File: config.mk
export PLATFORM = sky130hd
export DESIGN_NAME = nasti_lite_read_arbiter
export DESIGN_NICKNAME = d
export VERILOG_FILES = /design/src/rtl/nasti_lite_read_arbiter.sv
export SDC_FILE = /design/constraint.sdc
export NUM_CORES = 1
export LEC_CHECK = 0
export ABC_AREA = 0
export CAP_MARGIN = 30
export CORE_ASPECT_RATIO = 0.75
export CORE_MARGIN = 4
export CORE_UTILIZATION = 30
export DETAILED_ROUTE_END_ITERATION = 6
export PLACE_DENSITY = 0.75
export REMOVE_ABC_BUFFERS = 1
export SYNTH_ARGS = -nofsm -noshare
export SYNTH_HDL_FRONTEND = slang
export SYNTH_SLANG_ARGS = --single-unit
File: constraint.sdc
create_clock -name clk -period 2.2 [get_ports clk]
set_input_delay 0.44 -clock clk [delete_from_list [all_inputs] [get_ports clk]]
set_output_delay 0.44 -clock clk [all_outputs]
set_load 0.01 [all_outputs]
File: src/rtl/nasti_lite_read_arbiter.sv
// Round-robin arbiter sharing one NASTI-Lite read slave between NUM_MASTERS masters.
// Define NASTI_LITE_ARB_FIXED_PRIO_EN for fixed priority (lowest index wins).
module nasti_lite_read_arbiter #(
    parameter int NUM_MASTERS     = 2,
    parameter int MAX_TRANSACTION = 4,
    parameter int ID_WIDTH        = 1,
    parameter int ADDR_WIDTH      = 8,
    parameter int LITE_DATA_WIDTH = 32,
    parameter int USER_WIDTH      = 1
) (
    input  logic                                   clk,
    input  logic                                   rstn,
    input  logic [NUM_MASTERS*ID_WIDTH-1:0]        m_ar_id,
    input  logic [NUM_MASTERS*ADDR_WIDTH-1:0]      m_ar_addr,
    input  logic [NUM_MASTERS*3-1:0]               m_ar_prot,
    input  logic [NUM_MASTERS*4-1:0]               m_ar_qos,
    input  logic [NUM_MASTERS*4-1:0]               m_ar_region,
    input  logic [NUM_MASTERS*USER_WIDTH-1:0]      m_ar_user,
    input  logic [NUM_MASTERS-1:0]                 m_ar_valid,
    output logic [NUM_MASTERS-1:0]                 m_ar_ready,
    output logic [NUM_MASTERS*ID_WIDTH-1:0]        m_r_id,
    output logic [NUM_MASTERS*LITE_DATA_WIDTH-1:0] m_r_data,
    output logic [NUM_MASTERS*2-1:0]               m_r_resp,
    output logic [NUM_MASTERS*USER_WIDTH-1:0]      m_r_user,
    output logic [NUM_MASTERS-1:0]                 m_r_valid,
    input  logic [NUM_MASTERS-1:0]                 m_r_ready,
    output logic [ID_WIDTH-1:0]                    lite_ar_id,
    output logic [ADDR_WIDTH-1:0]                  lite_ar_addr,
    output logic [2:0]                             lite_ar_prot,
    output logic [3:0]                             lite_ar_qos,
    output logic [3:0]                             lite_ar_region,
    output logic [USER_WIDTH-1:0]                  lite_ar_user,
    output logic                                   lite_ar_valid,
    input  logic                                   lite_ar_ready,
    input  logic [ID_WIDTH-1:0]                    lite_r_id,
    input  logic [LITE_DATA_WIDTH-1:0]             lite_r_data,
    input  logic [1:0]                             lite_r_resp,
    input  logic [USER_WIDTH-1:0]                  lite_r_user,
    input  logic                                   lite_r_valid,
    output logic                                   lite_r_ready
);
    localparam int MW = $clog2(NUM_MASTERS);
    localparam int PW = (MAX_TRANSACTION > 1) ? $clog2(MAX_TRANSACTION) : 1;
    localparam int CW = $clog2(MAX_TRANSACTION + 1);

    typedef enum logic {S_EMPTY, S_FULL} state_t;

    state_t          state;
    logic [MW-1:0]   rr_ptr;
    logic [MW-1:0]   winner;
    logic            found;
    logic            grant;
    logic            r_hs;
    logic [MW-1:0]   fifo [2**PW];
    logic [PW-1:0]   wr_ptr;
    logic [PW-1:0]   rd_ptr;
    logic [CW-1:0]   outstanding;
    logic [MW-1:0]   head;

    // First valid master at or after the pointer, searching cyclically.
    always_comb begin
        int idx;
        found  = 1'b0;
        winner = '0;
        idx    = 0;
        for (int k = 0; k < NUM_MASTERS; k++) begin
            idx = int'(rr_ptr) + k;
            if (idx >= NUM_MASTERS) idx = idx - NUM_MASTERS;
            if (!found && m_ar_valid[MW'(idx)]) begin
                found  = 1'b1;
                winner = MW'(idx);
            end
        end
    end

    // Uses the registered count, so an R completing this cycle frees a slot only next cycle.
    assign grant = (state == S_EMPTY) && found && (outstanding < CW'(MAX_TRANSACTION));

    always_comb begin
        m_ar_ready = '0;
        if (grant) m_ar_ready[winner] = 1'b1;
    end

    always_ff @(posedge clk or negedge rstn) begin
        if (!rstn) begin
            state          <= S_EMPTY;
            lite_ar_valid  <= 1'b0;
            lite_ar_id     <= '0;
            lite_ar_addr   <= '0;
            lite_ar_prot   <= '0;
            lite_ar_qos    <= '0;
            lite_ar_region <= '0;
            lite_ar_user   <= '0;
            rr_ptr         <= '0;
        end else begin
            case (state)
                S_EMPTY: if (grant) begin
                    lite_ar_id     <= m_ar_id[winner*ID_WIDTH +: ID_WIDTH];
                    lite_ar_addr   <= m_ar_addr[winner*ADDR_WIDTH +: ADDR_WIDTH];
                    lite_ar_prot   <= m_ar_prot[winner*3 +: 3];
                    lite_ar_qos    <= m_ar_qos[winner*4 +: 4];
                    lite_ar_region <= m_ar_region[winner*4 +: 4];
                    lite_ar_user   <= m_ar_user[winner*USER_WIDTH +: USER_WIDTH];
                    lite_ar_valid  <= 1'b1;
                    state          <= S_FULL;
`ifndef NASTI_LITE_ARB_FIXED_PRIO_EN
                    rr_ptr         <= (winner == MW'(NUM_MASTERS - 1)) ? '0 : winner + MW'(1);
`endif
                end
                S_FULL: if (lite_ar_ready) begin
                    lite_ar_valid <= 1'b0;
                    state         <= S_EMPTY;
                end
                default: state <= S_EMPTY;
            endcase
        end
    end

    // In-order grant FIFO: one entry per issued read, popped by its single R beat.
    assign head = fifo[rd_ptr];

    always_comb begin
        m_r_valid    = '0;
        lite_r_ready = 1'b0;
        if (outstanding != '0) begin
            m_r_valid[head] = lite_r_valid;
            lite_r_ready    = m_r_ready[head];
        end
    end

    assign r_hs = lite_r_valid && lite_r_ready;

    always_ff @(posedge clk or negedge rstn) begin
        if (!rstn) begin
            wr_ptr      <= '0;
            rd_ptr      <= '0;
            outstanding <= '0;
        end else begin
            if (grant) wr_ptr <= wr_ptr + PW'(1);
            if (r_hs)  rd_ptr <= rd_ptr + PW'(1);
            if (grant && !r_hs)      outstanding <= outstanding + CW'(1);
            else if (!grant && r_hs) outstanding <= outstanding - CW'(1);
        end
    end

    always_ff @(posedge clk) begin
        if (grant) fifo[wr_ptr] <= winner;
    end

    assign m_r_id   = {NUM_MASTERS{lite_r_id}};
    assign m_r_data = {NUM_MASTERS{lite_r_data}};
    assign m_r_resp = {NUM_MASTERS{lite_r_resp}};
    assign m_r_user = {NUM_MASTERS{lite_r_user}};

endmodule

* Word level (Yosys, flattened, before mapping)
Memories as Yosys holds them, arrays and structs flattened.
Cells that the tools add are included.
** Cells by class
- Muxes and demuxes :: 29
- $add $sub $neg :: 8
- Shift operators :: 6
- Equal/unequal tests :: 2
- Order comparisons :: 9
- Multiply operators :: 1
- Bitwise gates (word level) :: 2
- Reductions and logical operators :: 15
** Operators with widths (number)
- $mux W1 :: 21
- $shiftx A16 B5 Y8 :: 1
- $shiftx A8 B4 Y4 :: 2
- $logic_and A1 B1 Y1 :: 8
- $lt A1 B3 Y1 const B :: 2
- $mux W3 :: 2
- $shiftx A6 B4 Y3 :: 1
- $add A2 B1 Y2 const B :: 2
- $lt A1 B2 Y1 const B :: 2
- $mux W2 :: 2
- $ne A2 B2 Y1 const B :: 2
- $pmux W1 S2 :: 2
- $reduce_and A2 Y1 :: 2
- $shiftx A2 B2 Y1 :: 2
- $add A3 B1 Y3 const B :: 1
- $logic_not A1 Y1 :: 3
- $lt A3 B3 Y1 const B :: 1
- $mul A1 B2 Y3 const B :: 1
- $reduce_bool A3 Y1 :: 1
- $sub A3 B1 Y3 const B :: 1
- $add A1 B1 Y2 const B :: 1
- $and A2 B2 Y2 :: 1
- $demux W1 S1 :: 2
- $ge A1 B1 Y1 const B :: 2
- 6 further kinds :: 7
** Storage, ports and cells
- Memory bits (writable) :: 4
- Logic and storage cells :: 85
- Output and inout port bits :: 99
- Memories :: 1
- Bits in registers :: 31
- Bits of input ports :: 86
** Memory list
- fifo :: depth 4, width 1, read ports 1, clocked after Yosys merged registers in 0, wr ports 1, line 54 : logic [MW-1:0] fifo [2**PW];

* Depth between registers and ports, before layout
- Word-level depth :: 15
- Depth in mapped cells :: 10

* Least setup slack after synthesis
OpenSTA, ideal clock, no wires.
- Kind :: register to register
- Start point :: reg rd_ptr[1]
- End point :: reg outstanding[1]
- Data arrival time :: 2.053 ns
- Stages on the path, launching flop included :: 9
- Path buffers :: 0
- Clock period less this slack :: 2.178 ns
- Setup slack :: 0.022 ns
- Data required time :: 2.075 ns
- Path through :: dfrtp_1 -> mux2i_1 -> mux2i_2 -> mux2i_1 -> or2_1 -> ha_1 -> inv_1 -> fa_1 -> mux2_2
** Between the ends
- Cells in the longest elaborated chain, start to end :: 8
- Elaborated cells between the ends (all ways) :: 10
** Ends and longest elaborated chain
- start: declaration :: line 56 : logic [PW-1:0] rd_ptr;
- start signal: assignment :: line 140 : if (r_hs) rd_ptr <= rd_ptr + PW'(1);
- $mem_v2 Z4 W1 *
- $mux W1 (not written as such) * (2 in a row) :: line 127 : lite_r_ready = m_r_ready[head];
- $mux W1 * :: line 125 : if (outstanding != '0) begin
- $logic_and A1 B1 Y1 * :: line 131 : assign r_hs = lite_r_valid && lite_r_ready;
- $logic_not A1 Y1 :: line 141 : if (grant && !r_hs) outstanding <= outstanding + CW'(1);
- $logic_and A1 B1 Y1 :: line 141
- $mux W3 or $reduce_bool A2 Y1 (tied branches)
- end signal: assignment :: line 141
- end signal: assignment :: line 142 : else if (!grant && r_hs) outstanding <= outstanding - CW'(1);
- end: declaration :: line 57 : logic [CW-1:0] outstanding;
Mark *: on every way between the ends. The rest lies on a longest branch, timed or not. The select of a mux whose other input is x is not followed.
A chain may end at the register's enable or synchronous reset.

* Final worst setup path
- Start point :: reg rd_ptr[1]
- End point :: reg outstanding[2]
The elaborated chain is that of the path after synthesis.

==> impl_results.md <==
* GR Util met1 at roughly a fifth
* Post-route setup slack at -0.05617 ns
* Initial Utilization at between 30% and 40%
* Outcome: finished with violations
* Cell area power density at 1224 nW/um^2
* Layout cells sized above 1 at 15.51%
* Die extent in y at 82.95 um
* Yosys top cell area share at 34.52%
* Root buffer cell: clkbuf_8
* Most frequent cells in the layout: clkdlybuf4s50_1, dfrtp_1, nor2_1, mux2i_1, a21oi_1
* WL final at between 6000 and 7000 um
* Final-report setup violation count at 2
* Nets at around 340
* Pint at 2197 uW
* Placement Rows at 27
* Initial antenna violation count at 0
* Worst r2r path cells at 10
* Share of power burned in registers at between 30% and 40%
* Slew of the pin with the lowest slew margin at ~0.7 ns
* Critical path class: reg2reg
* Clock skew at 0.008039 ns
* CP required at ~2.4 ns
* DP Wirelength at 5466 um
* Core area at between 7000 and 8000 sq um
* Chip width at 107.9 um
* VDD IR max at 0.0004516 V
* Slew margin rel. at 53.22%
* Switch Pwr at 1196 uW
* Clock power share at 14.3%
* Die Area at 8953 sq um
* Vias in the first global route at 1623
* Hold buffer count at cts at 0
* RSZ-0062 raised after global routing: yes
* GRT Util Overall at 15.86%
* Netlist cell types at 25
* Pin count of the biggest net entering global routing at 43
* Wire per inst at 20.20 um
* Sw Share at 35.25%
* Startpoint types: flip-flop
* CTS clock-pin slew for the worst setup and hold paths at roughly 0.080 ns
* Ys Warns at 0
* Leakage at around 0.0012 uW
* Worst path max stage delay at 0.44 ns
* Met2 Track Usage GR at 16.70%
* Crit path DAT at 2.47 ns
* Mapped cell area at between 2000 and 2500 sq um
* Routed vias at approximately 1600
* Comb power frac at just over 50%
* FF-to-FF Start: rd_ptr[1]$_DFFE_PN0P_
* Seq cells post-synth at 35
* Area leader, netlist: dfrtp_1
* Cell count after synthesis at roughly 230
* I/O Buffers at 75
* CTS tree: built
* Met3 Usage GRT at 15.31%
* Syn Area/Cell at 9.987 sq um
* Fmax at 0.4432 GHz
* Non-filler cells, final at roughly 350
* # DRC at 0
* Failing checks: setup timing
* Clock Latency Late Sink at 0.29 ns
* Fin crit period at between 2 and 2.5 ns
* Hold Crit Class: in2async
* Reg-to-reg slack, setup at -0.06 ns
* RR Endpoint: outstanding[2]$_DFFE_PN0P_
* First-pass GRT wire length at 10340 um
* Final Power at around 3400 uW
* DRT iter0 DRCs at 30
* Max Slew Vio Count at 0
* Cell Chain, Critical Path: mux2i_2, mux2i_2, mux2i_1, or2_1, ha_2, inv_2, fa_2, xor2_1, nor2_1, xor2_1
* Post-Place Cells at 330
* Remaining antenna violation count at 0
* Clock Path Buffers at 2
* Top post-synthesis cells by area: dfrtp_1, buf_4, mux2i_1, edfxtp_1, a21oi_1
* Vias per inst at 4.578
* Seq/Total Area, Yosys at 39.87%
* Final Wtd Congestion at roughly 0.67
* CTS buffer count at 5
* Ant diodes at 0
* Max_cap viols at 0
* Crit path capture type: flip-flop
* Crit share post-route at 102.6%
* IO Pins at 185
* CP max FO at 3
* Grt total ovfl at 0
* TritonRoute pass-1 iters at 4
* Gr busiest metal: met1
* Place WS at -0.2523 ns
* Area growth, synth to finish at 23.33%
* CTS sink cnt at 35
* Max H-tree Level at 2
* Crit-path slowest cell: dfrtp_2
* Most common cell after layout, fill and taps aside: clkdlybuf4s50_1
* Fill count at 764
* Final Hold Fails at 0
[cells in the mapped netlist]
master	count
nand2b_4	1
buf_4	72
o31ai_1	1
ha_1	5
dfrtp_1	31
o21ai_0	2
nor3b_2	2
nor2_1	25
xnor2_1	2
edfxtp_1	4
mux2_2	1
fa_1	1
mux2i_2	1
buf_2	7
and2_1	6
inv_1	5
nor3_1	1
nand2_1	2
nor2b_1	1
or2_1	1
a21oi_1	21
mux2i_1	26
clkbuf_1	1
a21o_1	2
xor2_1	4
[metal layers]
metal	vias up	part of all wire, %
met4	2	1.0
met2	146	33
li1	698	-
met1	726	46
met5	-	0.90
met3	12	19
[kinds of logic after synthesis]
family / count (synthesis) / synth area share (%)
compound gates: 26 / 6.125
simple gates: 39 / 8.686
fa+ha+maj: 6 / 3.675
mux: 28 / 12.69
xor+xnor: 6 / 2.339
buf+inv: 85 / 26.61
flops: 35 / 39.87
[worst max path at each step]
stage | startpoint | endpoint | slack (ns) | cells past startpoint
after floorplan | m_ar_valid[0] | outstanding[2]$_DFFE_PN0P_ | -1.09 | 7
after global placement | m_ar_valid[0] | m_ar_ready[0] | -0.23 | 4
after detailed placement | m_ar_valid[0] | outstanding[2]$_DFFE_PN0P_ | -0.25 | 8
after CTS | rd_ptr[1]$_DFFE_PN0P_ | outstanding[2]$_DFFE_PN0P_ | -0.13 | 10
after global routing | rd_ptr[1]$_DFFE_PN0P_ | outstanding[2]$_DFFE_PN0P_ | -0.18 | 10
final | rd_ptr[1]$_DFFE_PN0P_ | outstanding[2]$_DFFE_PN0P_ | -0.06 | 10
[critical path: cells and delay by family, from the launching register on]
family	cells	cell delay [ns]
XOR/XNOR	2	0.29
adder cells (fa/ha/maj)	2	0.52
buffers and inverters	1	0.04
flip-flops	1	0.44
multiplexers	3	0.64
AND/OR/NAND/NOR	2	0.25
[flip-flops by register name, summed over array words and instances, names as in the netlist]
name / flops
outstanding: 3
lite_ar_region: 4
state: 1
rr_ptr: 1
lite_ar_id: 1
wr_ptr: 2
lite_ar_valid: 1
lite_ar_addr: 8
lite_ar_qos: 4
fifo: 4
rd_ptr: 2
lite_ar_user: 1
lite_ar_prot: 3
[power groups by stage]
stage,clock (uW),combinational (uW),sequential (uW)
after floorplan,0,734,1310
after global placement,0,1650,1160
after detailed placement,0,1690,1170
after CTS,506,1730,1170
after global routing,539,1920,1220
final,484,1740,1170
[metrics by stage]
step | TNS (ns) | area (sq um) | hold WS [ns] | utilization (%)
floorplan | -8.819 | 1668 | 0.1444 | -
global placement | -0.8046 | 2614 | 0.4668 | 35.82
detailed placement | -0.9608 | 2614 | 0.4694 | 35.82
CTS | -0.2176 | 2745 | 0.2279 | 37.62
global route | -0.3142 | 2771 | 0.2520 | 37.98
finish | -0.06477 | 2771 | 0.1915 | 37.98
[timing repair]
item | CTS | global route
pin swaps | 3 | 3
setup endpoints to repair | 7 | 4
setup buffers | 5 | 3
resized for setup | 13 | 2
gates cloned | 0 | 0
[layout make-up]
class / count / area (sq um) / area share, %
Sequential cell: 35 / 897.1 / 32.37
Timing Repair Buffer: 92 / 863.3 / 31.15
Multi-Input combinational cell: 105 / 774.5 / 27.95
Tap cell: 101 / 126.4 / 4.560
Clock buffer: 7 / 86.33 / 3.115
Inverter: 5 / 18.77 / 0.6772
Clock inverter: 1 / 5.005 / 0.1806
Power figures use the tool's default switching activity.
